==> src/rtl/pipe_codec_pkg.sv <==
// Shared constants, types and reference encoder for the pipelined stream codec.
package pipe_codec_pkg;

    localparam int WIDTH = 8;
    localparam int SKIP  = 3;
    localparam int INV3  = 171;

    typedef enum logic {
        WARMUP = 1'b0,
        RUN    = 1'b1
    } state_t;

    // e[n] from x[n-3], x[n-4], x[n-5], x[n-6]
    function automatic logic [WIDTH-1:0] enc_model(
        input logic [WIDTH-1:0] x0,
        input logic [WIDTH-1:0] x1,
        input logic [WIDTH-1:0] x2,
        input logic [WIDTH-1:0] x3
    );
        logic [WIDTH+3:0] s;
        s = 3 * {4'b0, x0} + {4'b0, x1} + 4 * {4'b0, x2} + {4'b0, x3};
        return WIDTH'(s);
    endfunction

endpackage

==> src/rtl/pipe_inv_core.sv <==
// Combinational inverse of the stream encoder: x = INV3 * (e - h1 - 4*h2 - h3).
module pipe_inv_core
    import pipe_codec_pkg::*;
#(
    parameter int W = pipe_codec_pkg::WIDTH
) (
    input  logic [W-1:0] i_e,
    input  logic [W-1:0] i_h1,
    input  logic [W-1:0] i_h2,
    input  logic [W-1:0] i_h3,
    output logic [W-1:0] o_x
);

    logic [W+1:0] w_t;
    logic [W+1:0] w_p;

    assign w_t = {2'b00, i_e} - {2'b00, i_h1}
               - {i_h2, 2'b00} - {2'b00, i_h3};
    assign w_p = {2'b00, W'(w_t)} * (W + 2)'(INV3);
    assign o_x = W'(w_p);

endmodule

==> src/rtl/pipe_stream_decoder.sv <==
// Stream decoder: warm-up alignment FSM, history registers, registered outputs.
module pipe_stream_decoder
    import pipe_codec_pkg::*;
#(
    parameter int WIDTH = pipe_codec_pkg::WIDTH
) (
    input  logic             clk,
    input  logic             rst,
    input  logic             enc_valid,
    input  logic [WIDTH-1:0] enc_data,
    input  logic             resync,
    output logic             dec_valid,
    output logic [WIDTH-1:0] dec_data,
    output logic             synced,
    output logic             sync_err
);

    localparam int CW = $clog2(SKIP + 1);

    if (WIDTH != 8) begin : g_width_chk
        $error("pipe_stream_decoder: only WIDTH=8 is supported");
    end

    state_t           r_state, w_state_nx, w_state_b;
    logic [CW-1:0]    r_cnt, w_cnt_nx, w_cnt_b;
    logic             r_err, w_err_nx, w_err_b;
    logic [WIDTH-1:0] r_h1, r_h2, r_h3;
    logic [WIDTH-1:0] w_h1_nx, w_h2_nx, w_h3_nx;
    logic             r_dv, w_dv_nx;
    logic [WIDTH-1:0] r_dd, w_dd_nx;
    logic [WIDTH-1:0] w_x;

    pipe_inv_core #(.W(WIDTH)) u_core (
        .i_e  (enc_data),
        .i_h1 (r_h1),
        .i_h2 (r_h2),
        .i_h3 (r_h3),
        .o_x  (w_x)
    );

    always_ff @(posedge clk or posedge rst) begin
        if (rst) begin
            r_state <= WARMUP;
            r_cnt   <= '0;
            r_err   <= 1'b0;
            r_h1    <= '0;
            r_h2    <= '0;
            r_h3    <= '0;
            r_dv    <= 1'b0;
            r_dd    <= '0;
        end else begin
            r_state <= w_state_nx;
            r_cnt   <= w_cnt_nx;
            r_err   <= w_err_nx;
            r_h1    <= w_h1_nx;
            r_h2    <= w_h2_nx;
            r_h3    <= w_h3_nx;
            r_dv    <= w_dv_nx;
            r_dd    <= w_dd_nx;
        end
    end

    always_comb begin
        // resync first rewinds to a clean warm-up, then the sample applies
        w_state_b  = resync ? WARMUP : r_state;
        w_cnt_b    = resync ? '0 : r_cnt;
        w_err_b    = resync ? 1'b0 : r_err;
        w_state_nx = w_state_b;
        w_cnt_nx   = w_cnt_b;
        w_err_nx   = w_err_b;
        w_h1_nx    = resync ? '0 : r_h1;
        w_h2_nx    = resync ? '0 : r_h2;
        w_h3_nx    = resync ? '0 : r_h3;
        w_dv_nx    = 1'b0;
        w_dd_nx    = r_dd;
        if (enc_valid) begin
            unique case (w_state_b)
                WARMUP: begin
                    w_err_nx = w_err_b | (enc_data != '0);
                    if (w_cnt_b == CW'(SKIP - 1)) begin
                        w_state_nx = RUN;
                    end else begin
                        w_cnt_nx = w_cnt_b + 1'b1;
                    end
                end
                RUN: begin
                    w_dv_nx = 1'b1;
                    w_dd_nx = w_x;
                    w_h1_nx = w_x;
                    w_h2_nx = r_h1;
                    w_h3_nx = r_h2;
                end
                default: ;
            endcase
        end
    end

    assign dec_valid = r_dv;
    assign dec_data  = r_dd;
    assign synced    = (r_state == RUN);
    assign sync_err  = r_err;

endmodule
==> config.mk <==
export PLATFORM = sky130hd
export DESIGN_NAME = pipe_stream_decoder
export DESIGN_NICKNAME = d
export VERILOG_FILES = /design/src/rtl/pipe_codec_pkg.sv /design/src/rtl/pipe_inv_core.sv /design/src/rtl/pipe_stream_decoder.sv
export SDC_FILE = /design/constraint.sdc
export NUM_CORES = 1
export LEC_CHECK = 0
export CAP_MARGIN = 20
export CELL_PAD_IN_SITES_DETAIL_PLACEMENT = 1
export CELL_PAD_IN_SITES_GLOBAL_PLACEMENT = 2
export CORE_ASPECT_RATIO = 0.5
export CORE_MARGIN = 8
export CORE_UTILIZATION = 40
export DETAILED_ROUTE_END_ITERATION = 10
export DONT_BUFFER_PORTS = 1
export GPL_ROUTABILITY_DRIVEN = 0
export PLACE_DENSITY_LB_ADDON = 0.3
export REMOVE_ABC_BUFFERS = 1
export SLEW_MARGIN = 20
export SYNTH_ARGS = -nofsm -noshare
export SYNTH_HDL_FRONTEND = slang
export SYNTH_SLANG_ARGS = --single-unit
==> constraint.sdc <==
create_clock -name clk -period 8.7 [get_ports clk]
set_input_delay 1.74 -clock clk [delete_from_list [all_inputs] [get_ports clk]]
set_output_delay 1.74 -clock clk [all_outputs]
set_load 0.02 [all_outputs]
* Yosys cells after proc, flatten, opt, wreduce, memory -nomap -nowiden *
Index checks and enable logic that the tools add are counted.

word-level totals
  flip-flop bits (word level) = 37
  latch bits = 0
  memory bits (writable) = 0
  memory bits (read-only) = 0
  input port bits = 12
  output and inout bits = 11
  word-level logic and storage cells = 39
  memories kept = 0

operators by class
  $add $sub $neg = 4
  multiply operators = 1
  div/mod/pow operators = 0
  magnitude comparators = 0
  equality and inequality tests = 1
  shift-type cells = 0
  multiplexer cells = 22
  bitwise gates (word level) = 1
  reduce and logical (&&, ||, !) cells = 2

operators by type and width
  kind                   number
  $mux W8                9
  $sub A8 B8 Y8          3
  $mux W1                9
  $mul A8 B8 Y8 const B  1
  $mux W2                4
  $reduce_bool A8 Y1     1
  $add A2 B1 Y2 const B  1
  $eq A2 B2 Y1 const B   1
  $reduce_and A2 Y1      1
  $or A1 B1 Y1           1

* Logic depth before layout (Yosys ltp) *
  depth after elaboration = 6
  depth in mapped cells = 23

* Cells and area by module *
A second synthesis with hierarchy kept.

unflattened totals
  cell total of the unflattened synthesis = 258
  area total of the unflattened synthesis = 2651.3 µm²

by module, submodules not included
  module               instances  cells each  area each (µm²)
  pipe_stream_decoder  1          129         1496.4
  pipe_inv_core        1          129         1154.9

* Worst setup path before layout *
No wires, ideal clock.

  path kind = input to register
  start point = in enc_data[1]
  end point = reg r_dd[7] (netlist: dec_data[7])
  setup time = 123 ps
  arrival = 6361 ps
  required time = 8577 ps
  path slack = 2216 ps
  cell stages on the path = 22
  buffers on the path = 0
  cells stage by stage = inv_1 fa_1 fa_1 fa_1 inv_1 a21o_1 a21oi_2 o21bai_1 a21o_4 xor2_1 ha_1 inv_1 fa_1 fa_1 inv_1 ha_1 a21oi_2 xnor2_1 xnor2_1 xnor3_1 xnor2_1 o21ai_1

between the ends
  word-level cells in the longest chain between the ends = 4

ends and longest elaborated chain
  what                        RTL line                   RTL
  from (decl)                 pipe_stream_decoder.sv:10  input logic [WIDTH-1:0] enc_data,
  $sub A8 B8 Y8               pipe_inv_core.sv:17        assign w_t = {2'b00, i_e} - {2'b00, i_h1}
  $sub A8 B8 Y8 (2 in a row)  pipe_inv_core.sv:18        - {i_h2, 2'b00} - {2'b00, i_h3};
  $mul A8 B8 Y8               pipe_inv_core.sv:19        assign w_p = {2'b00, W'(w_t)} * (W + 2)'(INV3);
  to (signal assigned)        pipe_stream_decoder.sv:59  r_dd <= w_dd_nx;
  to (decl)                   pipe_stream_decoder.sv:30  logic [WIDTH-1:0] r_dd, w_dd_nx;

Every way passes these cells.
A chain may end at the register's enable or synchronous reset.

* Final worst setup path *
  start point = in enc_data[1]
  end point = reg r_h1[7]

between the ends
  word-level cells in the longest chain between the ends = 6

ends and longest elaborated chain
  what                        RTL line                   RTL
  $sub A8 B8 Y8               pipe_inv_core.sv:17
  $sub A8 B8 Y8 (2 in a row)  pipe_inv_core.sv:18
  $mul A8 B8 Y8               pipe_inv_core.sv:19
  $mux W8                     pipe_stream_decoder.sv:77  unique case (w_state_b)
  $mux W8                     pipe_stream_decoder.sv:76  if (enc_valid) begin
  via w_h1_nx[7]              pipe_stream_decoder.sv:28  logic [WIDTH-1:0] w_h1_nx, w_h2_nx, w_h3_nx;
  to (signal assigned)        pipe_stream_decoder.sv:55  r_h1 <= w_h1_nx;
  to (decl)                   pipe_stream_decoder.sv:27  logic [WIDTH-1:0] r_h1, r_h2, r_h3;

The timed path passes the listed nets, and every way through them passes these cells.

==> flow_summary.ini <==
[setup_path]
crit_path_top_delay_cell = fa_1
worstSetupPathType = in2reg
worstPathArrival_ns = 6.69
cp_top_family = adder cells
critPathLaunchType = input pin
crit_top_cell = fa_1
cp_cell_sequence = inv_1 > fa_1 > fa_1 > fa_1 > inv_1 > a21o_1 > a21oi_2 > xnor2_1 > ha_1 > ha_1 > fa_1 > inv_1 > fa_1 > inv_1 > a21o_1 > a21oi_2 > xnor2_1 > xnor2_1 > xnor3_1 > xnor2_1 > o21ai_1
required_ns = 8.85
r2r_cells = 22
path_depth = 21
crit_fanout = 3
end_kind = flip-flop
max_stage_delay_ns = 0.57
path_buf_inv = 4

[global_route]
grt_pass1_wl_mm = 10.1
met3_usage_pct = 2.24
grt_max_degree = 38
grt_use_met2_pct = 21.2
antenna_found_initial = 0
top_usage_layer = met2
grt_usage_pct = 13.8
grt-ovfl-total = 0
use_met1_pct = 19.2
first_global_vias = 1983

[floorplanning]
std_cell_rows = 21
initial_core_util_pct = 40.4
fp.dieW_um = 131
dieArea_um2 = 9620
fp.dieH_um = 73.5
ios = 23
core_area_um2 = 6540

[power_and_ir_drop]
power_density_nw_per_um2 = 295
power.leakage_nw = 1.36
switching_share_pct = 40.2
p_sw_uw = 341
pwr-share-clk_pct = 20.2
power_frac_comb_pct = 52.7
ir_drop_mv = 0.103
p_int_uw = 507
p_seq_share_pct = 27.2

[clock_network]
cts_root_buffer = clkbuf_16
cts_tree = done
cts_post_setup_buffers_inserted = 0
cts_buffer_depth = 2
h-tree-depth = 2
clkLatencyLatePin_ns = 0.28
clk_pin_slew_ns = 0.05
cts_resized = 0
cts_hold_buf = 0
clock-sinks = 37
numCtsBuffers = 5

[synth]
yosys_warnings = 0
ys_ff_latch = 37
ys_seq_area_share_pct = 35.1
synth_area_leaders = dfrtp_1 (35%), fa_1 (13%), ha_1 (13%), nand2_1 (8.7%), inv_1 (8.4%)
synth_area_per_cell_um2 = 9.11
yosysTopAreaCellShare_pct = 35.1
synth.distinct_cells = 25
async_reset_ff_share_pct = 100
synthTopCellsByCount = nand2_1 (61), inv_1 (59), dfrtp_1 (37)
synthMostInstantiatedCell = nand2_1
synth_edf_count = 0
syn-cell-area_um2 = 2640
syn_inst = 290
synth_flop_cell = dfrtp_1
synth_top_area_cell = dfrtp_1

[sta]
relSlewSlack_pct = 39.3
final.min_clock_period_ns = 6.53
fin_worst_skew_ns = 0.00530
worst_slack_ns = 2.17
timing.fmax_mhz = 153
slew_violations = 0
hold-worst-slack_ns = 0.520
fin_tns_setup_ns = 0
setup_viol = 0
hold_viol_final = 0
fin_crit_sh_pct = 75.1
rsz0062_at_grt = no
tightest_slew_ns = 0.909

[cells_and_area]
area_growth_pct = 8.91
diodes = 0
drive_gt1_share_pct = 4.79
num-nets-final = 347
stdcell_area_um2 = 2880

[routing]
initialDrtViolationCount = 57
via_per_inst = 4.77
routedWlPerCell_um = 15.5
routed_wl_mm = 5.95
ant_nets = 0
dr.pass1.iters = 4
drc = 0
vias = 1831

[place]
preCtsSetupSlack_ns = 1.84
io_buffers = 0
placed_area_um2 = 2740
dp_hpwl_mm = 4.82

[hold_path]
min_path_type = reg2reg
hold_path_depth = 2

[flow_run]
cap_violations = 0

[outcome]
status = finished clean
## area by class of cell
class | instances | area (um2)
Multi-Input combinational cell | 187 | 1470
Tap cell | 92 | 115
Fill cell | 767 | 3670
Timing Repair Buffer | 1 | 7.51
Inverter | 59 | 221
Clock inverter | 2 | 10.0
Clock buffer | 6 | 129
Sequential cell | 37 | 926
## metrics by stage
step                power [mW]  instances  util, %
CTS                      0.867        384     44.0
global placement         0.671        376     41.8
floorplan                0.574        283        -
global route             0.917        384     44.0
finish                   0.849        384     44.0
detailed placement       0.689        376     41.8
## registers in the layout, indices dropped and copies added, names as in the netlist
signal and count:
dec_data 8, dec_valid 1, r_cnt 2, r_h1 8, r_h2 8, r_h3 8, sync_err 1, synced 1
## worst min-delay path, stage by stage (launching register included)
cell	delay, ns
dfrtp_1	0.37
nand2_1	0.06
a21oi_1	0.05
## path summary, 6_finish.rpt
check / from / end / slack (ns)
setup / recovery: enc_data[1] / r_h1[7]$_DFF_PP0_ / 2.17
max in group asynchronous: rst / r_h3[2]$_DFF_PP0_ / 6.89
hold reg to reg: r_h2[6]$_DFF_PP0_ / r_h3[6]$_DFF_PP0_ / 0.52
min in group asynchronous: rst / dec_data[3]$_DFFE_PP0P_ / 1.47
hold / removal: r_h2[6]$_DFF_PP0_ / r_h3[6]$_DFF_PP0_ / 0.52
setup reg to reg: r_h1[3]$_DFF_PP0_ / r_h1[7]$_DFF_PP0_ / 3.16
## placed cells by master, fill, tap and decap left out, drive strengths merged
master  synthesis  final
fa             17     17
clkbuf          7      6
dfrtp          37     37
o21ai           7      7
o21bai          2      2
nand3           3      3
xnor3           1      1
a32o            1      1
nor2            7      7
clkinv          0      2
o21a            1      1
buf             0      1
ha             27     27
a21oi          30     30
nor4            2      2
inv            59     59
nor2b           1      1
nand2          61     61
and2            1      1
mux2            1      1
xor2            3      3
a21o            5      5
xnor2          17     17
## power by group through the flow
stage               logic [mW]  clock network [mW]  registers, mW
finish                   0.447               0.171          0.230
global route             0.498               0.185          0.234
CTS                      0.458               0.177          0.232
detailed placement       0.454                   0          0.235
global placement         0.436                   0          0.235
floorplan                0.345                   0          0.228
## metal layers
metal | vias to the layer above | wire length [um]
li1 | 894 | -
met1 | 897 | 3050
met2 | 32 | 2630
met3 | 8 | 195
met4 | 0 | 76
met5 | - | 0
## cell families after synthesis
kind of cell	Yosys count	synth area share, %
xor+xnor	21	8.05
mux	1	0.426
buf+inv	66	9.38
compound gates	46	10.2
flops	37	35.1
fa+ha+maj	44	25.7
simple gates	75	11.2
No activity file was read; power rests on OpenSTA's default activity.
